==> config.mk <==
export PLATFORM = sky130hd
export DESIGN_NAME = irq_ctrl_flat
export DESIGN_NICKNAME = d
export VERILOG_FILES = /design/src/rtl/irq_ctrl_pkg.sv /design/src/rtl/irq_ctrl_if.sv /design/src/rtl/irq_sync.sv /design/src/rtl/irq_ctrl.sv /design/src/flat_wrapper.sv
export SDC_FILE = /design/constraint.sdc
export NUM_CORES = 1
export LEC_CHECK = 0
export BUFFER_PORTS_ARGS = -buffer_cell sky130_fd_sc_hd__buf_4
export CAP_MARGIN = 20
export CORE_ASPECT_RATIO = 0.75
export CORE_UTILIZATION = 25
export DETAILED_ROUTE_END_ITERATION = 12
export HOLD_SLACK_MARGIN = 0.15
export PLACE_DENSITY_LB_ADDON = 0.15
export RECOVER_POWER = 100
export REMOVE_ABC_BUFFERS = 1
export SKIP_LAST_GASP = 1
export SLEW_MARGIN = 10
export SYNTH_ARGS = -nofsm -noshare
export SYNTH_HDL_FRONTEND = slang
export SYNTH_SLANG_ARGS = --single-unit
==> constraint.sdc <==
create_clock -name clk -period 2.3 [get_ports clk]
set_clock_uncertainty 0.1 [all_clocks]
set_input_delay 0.23 -clock clk [delete_from_list [all_inputs] [get_ports clk]]
set_output_delay 0.23 -clock clk [all_outputs]
set_load 0.03 [all_outputs]
==> src/rtl/irq_ctrl_pkg.sv <==
// Shared CSR definitions for the interrupt controller: mip/mie bit indices,
// which equal the mcause codes, the legal and hw-owned masks, and the FSM states.
package irq_ctrl_pkg;

    localparam int USI = 0;
    localparam int SSI = 1;
    localparam int MSI = 3;
    localparam int STI = 5;
    localparam int MTI = 7;
    localparam int UEI = 8;
    localparam int SEI = 9;
    localparam int MEI = 11;

    localparam logic [31:0] LEGAL_MASK  = 32'h0000_0BBB;
    localparam logic [31:0] HW_MASK     = 32'h0000_0888;
    // Bit 4 is storable but has no cause code, so it can never raise a request
    localparam logic [31:0] RANKED_MASK = 32'h0000_0BAB;

    typedef enum logic [1:0] {
        S_IDLE,
        S_REQ,
        S_WAIT
    } state_t;

    function automatic logic [4:0] top_cause(input logic [31:0] p);
        if (p[MEI])      return 5'(MEI);
        else if (p[MSI]) return 5'(MSI);
        else if (p[MTI]) return 5'(MTI);
        else if (p[SEI]) return 5'(SEI);
        else if (p[SSI]) return 5'(SSI);
        else if (p[STI]) return 5'(STI);
        else if (p[UEI]) return 5'(UEI);
        else             return 5'(USI);
    endfunction

endpackage

==> src/rtl/irq_ctrl_if.sv <==
// CSR-file and trap-unit side of the interrupt controller; the controller is
// the master (drives the mip write port and the trap request).
interface irq_ctrl_if;
    logic        csr_mip_we;
    logic [31:0] csr_mip_wdata;
    logic [31:0] mip;
    logic [31:0] mie;
    logic        mstatus_mie;
    logic        irq_ack;
    logic [31:0] mip_in;
    logic        wr_mip;
    logic        irq_req;
    logic [31:0] irq_cause;

    modport master (
        input  csr_mip_we, csr_mip_wdata, mip, mie, mstatus_mie, irq_ack,
        output mip_in, wr_mip, irq_req, irq_cause
    );

    modport slave (
        output csr_mip_we, csr_mip_wdata, mip, mie, mstatus_mie, irq_ack,
        input  mip_in, wr_mip, irq_req, irq_cause
    );
endinterface

==> src/rtl/irq_sync.sv <==
// Single-bit input stage for the hardware interrupt lines: two flops when
// IRQ_CTRL_SYNC_EN is defined (asynchronous sources), otherwise one register.
module irq_sync (
    input  logic clk,
    input  logic rst_n,
    input  logic d,
    output logic q
);

`ifdef IRQ_CTRL_SYNC_EN
    logic meta;

    always_ff @(posedge clk or negedge rst_n) begin
        if (!rst_n) begin
            meta <= 1'b0;
            q    <= 1'b0;
        end else begin
            meta <= d;
            q    <= meta;
        end
    end
`else
    always_ff @(posedge clk or negedge rst_n) begin
        if (!rst_n) q <= 1'b0;
        else        q <= d;
    end
`endif

endmodule

==> src/rtl/irq_ctrl.sv <==
// Machine-mode interrupt controller: owns mip writes, arbitrates pending
// interrupts and handshakes with the trap unit. Input sync depth: IRQ_CTRL_SYNC_EN.
module irq_ctrl
    import irq_ctrl_pkg::*;
(
    input  logic          clk,
    input  logic          rst_n,
    input  logic          ext_irq,
    input  logic          timer_irq,
    input  logic          soft_irq,
    irq_ctrl_if.master    bus
);

    logic        h_ext, h_tmr, h_sft;
    logic [31:0] hw_vec;
    logic [31:0] mip_cur;
    logic [31:0] mip_next;
    logic        hw_diff;
    logic        do_wr;

    irq_sync u_sync_ext (.clk(clk), .rst_n(rst_n), .d(ext_irq),   .q(h_ext));
    irq_sync u_sync_tmr (.clk(clk), .rst_n(rst_n), .d(timer_irq), .q(h_tmr));
    irq_sync u_sync_sft (.clk(clk), .rst_n(rst_n), .d(soft_irq),  .q(h_sft));

    // A write already in flight is what mip will hold next; comparing against it
    // keeps wr_mip to a single pulse per change.
    always_comb begin
        hw_vec      = '0;
        hw_vec[MEI] = h_ext;
        hw_vec[MTI] = h_tmr;
        hw_vec[MSI] = h_sft;
        mip_cur     = bus.wr_mip ? bus.mip_in : bus.mip;
        hw_diff     = |((mip_cur ^ hw_vec) & HW_MASK);
        do_wr       = bus.csr_mip_we | hw_diff;
        mip_next    = ((bus.csr_mip_we ? bus.csr_mip_wdata : mip_cur)
                       & LEGAL_MASK & ~HW_MASK) | hw_vec;
    end

    always_ff @(posedge clk or negedge rst_n) begin
        if (!rst_n) begin
            bus.mip_in <= '0;
            bus.wr_mip <= 1'b0;
        end else begin
            bus.wr_mip <= do_wr;
            if (do_wr) bus.mip_in <= mip_next;
        end
    end

    state_t      state_q, state_d;
    logic [4:0]  code_q, code_d;
    logic        cause_v_q, cause_v_d;
    logic [31:0] pend;

    always_comb begin
        pend      = bus.mip & bus.mie & LEGAL_MASK;
        state_d   = state_q;
        code_d    = code_q;
        cause_v_d = cause_v_q;
        case (state_q)
            S_IDLE: begin
                if (bus.mstatus_mie && |(pend & RANKED_MASK)) begin
                    state_d   = S_REQ;
                    code_d    = top_cause(pend);
                    cause_v_d = 1'b1;
                end
            end
            S_REQ: begin
                if (bus.irq_ack)
                    state_d = S_WAIT;
                else if (!bus.mstatus_mie || !pend[code_q])
                    state_d = S_IDLE;
            end
            S_WAIT: begin
                if (!bus.mstatus_mie) state_d = S_IDLE;
            end
            default: state_d = S_IDLE;
        endcase
    end

    always_ff @(posedge clk or negedge rst_n) begin
        if (!rst_n) begin
            state_q   <= S_IDLE;
            code_q    <= '0;
            cause_v_q <= 1'b0;
        end else begin
            state_q   <= state_d;
            code_q    <= code_d;
            cause_v_q <= cause_v_d;
        end
    end

    assign bus.irq_req   = (state_q == S_REQ);
    assign bus.irq_cause = {cause_v_q, 26'b0, code_q};

endmodule

==> src/flat_wrapper.sv <==
// flat-port wrapper written by rule: the top's interface ports become plain ports
module irq_ctrl_flat import irq_ctrl_pkg::*;
  (clk, rst_n, ext_irq, timer_irq, soft_irq, bus_csr_mip_we, bus_csr_mip_wdata, bus_mip, bus_mie, bus_mstatus_mie, bus_irq_ack, bus_mip_in, bus_wr_mip, bus_irq_req, bus_irq_cause);
  irq_ctrl_if bus_i ();
  input  logic clk;
  input  logic rst_n;
  input  logic ext_irq;
  input  logic timer_irq;
  input  logic soft_irq;
  input wire logic [$bits(bus_i.csr_mip_we)-1:0] bus_csr_mip_we;
  input wire logic [$bits(bus_i.csr_mip_wdata)-1:0] bus_csr_mip_wdata;
  input wire logic [$bits(bus_i.mip)-1:0] bus_mip;
  input wire logic [$bits(bus_i.mie)-1:0] bus_mie;
  input wire logic [$bits(bus_i.mstatus_mie)-1:0] bus_mstatus_mie;
  input wire logic [$bits(bus_i.irq_ack)-1:0] bus_irq_ack;
  output wire logic [$bits(bus_i.mip_in)-1:0] bus_mip_in;
  output wire logic [$bits(bus_i.wr_mip)-1:0] bus_wr_mip;
  output wire logic [$bits(bus_i.irq_req)-1:0] bus_irq_req;
  output wire logic [$bits(bus_i.irq_cause)-1:0] bus_irq_cause;
  assign bus_i.csr_mip_we = bus_csr_mip_we;
  assign bus_i.csr_mip_wdata = bus_csr_mip_wdata;
  assign bus_i.mip = bus_mip;
  assign bus_i.mie = bus_mie;
  assign bus_i.mstatus_mie = bus_mstatus_mie;
  assign bus_i.irq_ack = bus_irq_ack;
  assign bus_mip_in = bus_i.mip_in;
  assign bus_wr_mip = bus_i.wr_mip;
  assign bus_irq_req = bus_i.irq_req;
  assign bus_irq_cause = bus_i.irq_cause;
  irq_ctrl u_core (.clk(clk), .rst_n(rst_n), .ext_irq(ext_irq), .timer_irq(timer_irq), .soft_irq(soft_irq), .bus(bus_i));
endmodule
==> impl_metrics.prom <==
# TYPE chip_impl_metric gauge
chip_impl_metric{name="power.switching_fraction",unit="%"} 40.8
chip_impl_metric{name="dp_hpwl",unit="µm"} 2700
chip_impl_metric{name="routed_vias_inst",unit=""} 4.04
chip_impl_metric{name="share_of_layout_cells_above_drive_strength_1",unit="%"} 21.4
chip_impl_metric{name="total_net_switching_power",unit="µW"} 570
chip_impl_metric{name="synth_edf_count",unit=""} 0
chip_impl_metric{name="antenna_found_initial",unit=""} 0
chip_impl_metric{name="hold_ws",unit="ns"} 0.173
chip_impl_metric{name="top_level_ports",unit=""} 170
chip_impl_metric{name="critical-path-max-stage-delay",unit="ns"} 0.57
chip_impl_metric{name="crit_path_max_fanout",unit=""} 10
chip_impl_metric{name="synth_sequential_area_ratio",unit="%"} 32.9
chip_impl_metric{name="finalHoldViolations",unit=""} 0
chip_impl_metric{name="vdd_ir_drop_max",unit="mV"} 0.377
chip_impl_metric{name="synth.avg_cell_area",unit="µm²"} 9.69
chip_impl_metric{name="grt_max_degree",unit=""} 21
chip_impl_metric{name="synthesis.instances",unit=""} 157
chip_impl_metric{name="pwr_density_cell",unit="nW/µm²"} 763
chip_impl_metric{name="synth.ff_latch_count",unit=""} 20
chip_impl_metric{name="totalWireLength",unit="µm"} 3360
chip_impl_info{name="grt_setup_unrepaired",value="false"} 1
chip_impl_info{name="tritoncts",value="built"} 1
chip_impl_metric{name="post_cts.repair.setup_buffers",unit=""} 0
chip_impl_info{name="setup.worst_path.class",value="register to register"} 1
chip_impl_metric{name="clkSinkCount",unit=""} 20
chip_impl_metric{name="drt_drc_violations_left",unit=""} 0
chip_impl_metric{name="ctsLongestPathBuffers",unit=""} 2
chip_impl_info{name="timing.critical_path.cells",value="mux2i_1 -> xnor2_1 -> nor4_4 -> mux2_2"} 1
chip_impl_metric{name="peak_clock_frequency_supported_by_timing",unit="MHz"} 479
chip_impl_metric{name="number_of_design_rule_violations_left_by_the_first_detailed_router_iteration",unit=""} 36
chip_impl_info{name="run_status",value="finished clean"} 1
chip_impl_metric{name="power.leakage",unit="µW"} 0.000890
chip_impl_metric{name="max-slew-margin-rel",unit="%"} 23.6
chip_impl_info{name="worst_min_delay_path_class",value="primary input to register"} 1
chip_impl_info{name="cp-end-kind",value="register"} 1
chip_impl_metric{name="post_dp_cell_area",unit="µm²"} 1750
chip_impl_metric{name="ant_nets",unit=""} 0
chip_impl_metric{name="clkLatencyLatePin",unit="ns"} 0.26
chip_impl_metric{name="port_buffers",unit=""} 47
chip_impl_metric{name="required",unit="ns"} 2.36
chip_impl_metric{name="timing.final.max_slew_violations",unit=""} 0
chip_impl_metric{name="die_area",unit="µm²"} 6410
chip_impl_metric{name="core_area",unit="µm²"} 5860
chip_impl_metric{name="path_clk_slew",unit="ns"} 0.08
chip_impl_metric{name="track_usage",unit="%"} 10.9
chip_impl_metric{name="total_power",unit="µW"} 1390
chip_impl_metric{name="num_antenna_cells",unit=""} 0
chip_impl_info{name="cts.root.buffer_cell",value="sky130_fd_sc_hd__clkbuf_8"} 1
chip_impl_metric{name="power_frac_comb",unit="%"} 38.8
chip_impl_metric{name="ctsResizeCount",unit=""} 0
chip_impl_info{name="cp_slowest_cell",value="sky130_fd_sc_hd__dfrtp_1"} 1
chip_impl_metric{name="syn_area",unit="µm²"} 1520
chip_impl_metric{name="setup-tns-final",unit="ns"} 0
chip_impl_info{name="final_common_cell",value="sky130_fd_sc_hd__conb_1"} 1
chip_impl_metric{name="wl_per_cell",unit="µm"} 11.7
chip_impl_metric{name="effective_utilization_at_floorplan",unit="%"} 26.0
chip_impl_info{name="most-common-layout-cells",value="sky130_fd_sc_hd__conb_1 (50), sky130_fd_sc_hd__buf_4 (25), sky130_fd_sc_hd__dfrtp_1 (20), sky130_fd_sc_hd__clkbuf_1 (18), sky130_fd_sc_hd__nand2_1 (10)"} 1
chip_impl_metric{name="placement_rows",unit=""} 24
chip_impl_metric{name="grt_pass1_vias",unit=""} 1050
chip_impl_metric{name="residual_overflow_from_global_routing",unit=""} 0
chip_impl_metric{name="die-width",unit="µm"} 92.1
chip_impl_metric{name="timing.final.crit_share",unit="%"} 90.8
chip_impl_metric{name="layout-area-overhead-vs-synth",unit="%"} 20.1
chip_impl_metric{name="layoutNonFillerInstCount",unit=""} 288
chip_impl_metric{name="die_h",unit="µm"} 69.6
chip_impl_metric{name="layout.cell_area.non_filler",unit="µm²"} 1830
chip_impl_metric{name="filler_cell_count",unit=""} 625
chip_impl_metric{name="netlist-cell-type-count",unit=""} 36
chip_impl_metric{name="worst_pin_slew",unit="ns"} 1.15
chip_impl_info{name="crit_path_start_kind",value="register"} 1
chip_impl_info{name="synth_ff_type",value="sky130_fd_sc_hd__dfrtp_1"} 1
chip_impl_metric{name="warning_count_from_the_yosys_run",unit=""} 0
chip_impl_metric{name="power_report.internal_total",unit="µW"} 825
chip_impl_metric{name="dr_total_vias",unit=""} 1163
chip_impl_metric{name="gp_routability_congestion",unit=""} 0.794
chip_impl_metric{name="placedCellCount",unit=""} 277
chip_impl_metric{name="timing.final.crit_period",unit="ns"} 2.09
chip_impl_metric{name="synthArstFlopShare",unit="%"} 100
chip_impl_metric{name="clock_tree.htree_level_count",unit=""} 1
chip_impl_metric{name="cap_viol_max_count",unit=""} 0
chip_impl_metric{name="design.final.nets",unit=""} 315
chip_impl_metric{name="drt_first_pass_iters",unit=""} 4
chip_impl_metric{name="setup_viol",unit=""} 0
chip_impl_metric{name="cts-buffers-inserted",unit=""} 3
chip_impl_metric{name="grt_pass1_wl",unit="µm"} 5390
chip_impl_metric{name="critPathArrivalTime",unit="ns"} 2.15
chip_impl_metric{name="power.clock.fraction",unit="%"} 25.4
chip_impl_metric{name="power.share.sequential",unit="%"} 35.8
## final timing paths
kind                                    from                   end  slack, ns  cells after the start
hold reg to reg             u_core.cause_v_q      u_core.cause_v_q       0.38                      1
hold / removal                    bus_mip[4]  u_core.bus.mip_in[4]       0.17                      3
max in group asynchronous              rst_n  u_core.bus.mip_in[4]       0.80                      2
min in group asynchronous              rst_n   u_core.u_sync_sft.q       0.60                      2
setup / recovery           u_core.bus.wr_mip  u_core.bus.mip_in[7]       0.21                      4
setup reg to reg           u_core.bus.wr_mip  u_core.bus.mip_in[7]       0.21                      4
## area by class of cell
cell class / count / area, µm² / area share (%)
timing repair buffer: 54 / 355 / 19.4
inverter: 3 / 11.3 / 0.616
clock buffer: 3 / 41.3 / 2.26
sequential: 20 / 500 / 27.4
multi-input combinational: 129 / 792 / 43.3
clock inverter: 1 / 30.0 / 1.64
tap: 78 / 97.6 / 5.34
## registers in the layout, indices dropped and copies added, names as in the netlist
signal	count
u_core.bus.wr_mip	1
u_core.u_sync_tmr.q	1
u_core.u_sync_ext.q	1
u_core.state_q	2
u_core.cause_v_q	1
u_core.u_sync_sft.q	1
u_core.bus.mip_in	9
u_core.code_q	4
## power groups by stage
stage                     Clock (µW)  Combinational [µW]  Sequential [µW]
after floorplan                    0                 300              579
after global placement             0                 582              505
after detailed placement           0                 584              505
after CTS                        366                 593              499
after global routing             386                 585              513
final                            354                 542              499
## timing repair
action,CTS,global route
hold endpoints to repair,26,0
endpoints found under the setup margin,0,0
hold buffers,7,0
## metrics by stage
step	utilization (%)	setup slack [ns]
after global placement	30.0	0.196
after global routing	31.2	0.134
after floorplan	-	0.276
after CTS	32.4	0.190
after detailed placement	30.0	0.183
final	31.2	0.212
## logic make-up (layout without fill, tap and decap cells)
logic type,count (synthesis),in the layout,share of synthesized area [%]
buffers and inverters,57,61,27.1
AO/OA/AOI/OAI,33,33,17.5
AND/OR/NAND/NOR,30,30,11.7
flip-flops,20,20,32.9
multiplexers,10,10,7.07
XOR/XNOR,6,6,3.45
other,1,50,0.246
## metal layers
metal,GRT usage (%),vias up,part of all wire (%)
met4,2.60,0,0.71
met1,14.9,535,47
met3,2.96,2,7.5
li1,-,557,-
met2,16.9,69,44
met5,0,-,0
## worst max-delay path: cells and delay by family, from the launching register on
family | cells | cell delay [ns]
DFF | 1 | 0.57
xor gates and xnor gates | 1 | 0.18
muxes | 2 | 0.65
and+or+nand+nor | 1 | 0.49
## synthesized netlist by cell type, drive strengths merged, types with 2 or more instances
cell type / count / area share [%]
buf: 52 / 26
dfrtp: 20 / 33
nand2: 10 / 2.5
a22o: 6 / 3.5
mux2: 6 / 4.4
nand3: 6 / 2.0
a21o: 5 / 2.5
mux2i: 4 / 2.6
nand3b: 4 / 2.0
o21ai: 4 / 1.3
a21oi: 3 / 0.99
a22oi: 3 / 1.5
inv: 3 / 0.74
xnor2: 3 / 1.7
xor2: 3 / 1.7
a221o: 2 / 1.5
a222oi: 2 / 1.3
and2b: 2 / 0.99
clkbuf: 2 / 0.49
nor2b: 2 / 0.82
Power figures use the tool's default switching activity.
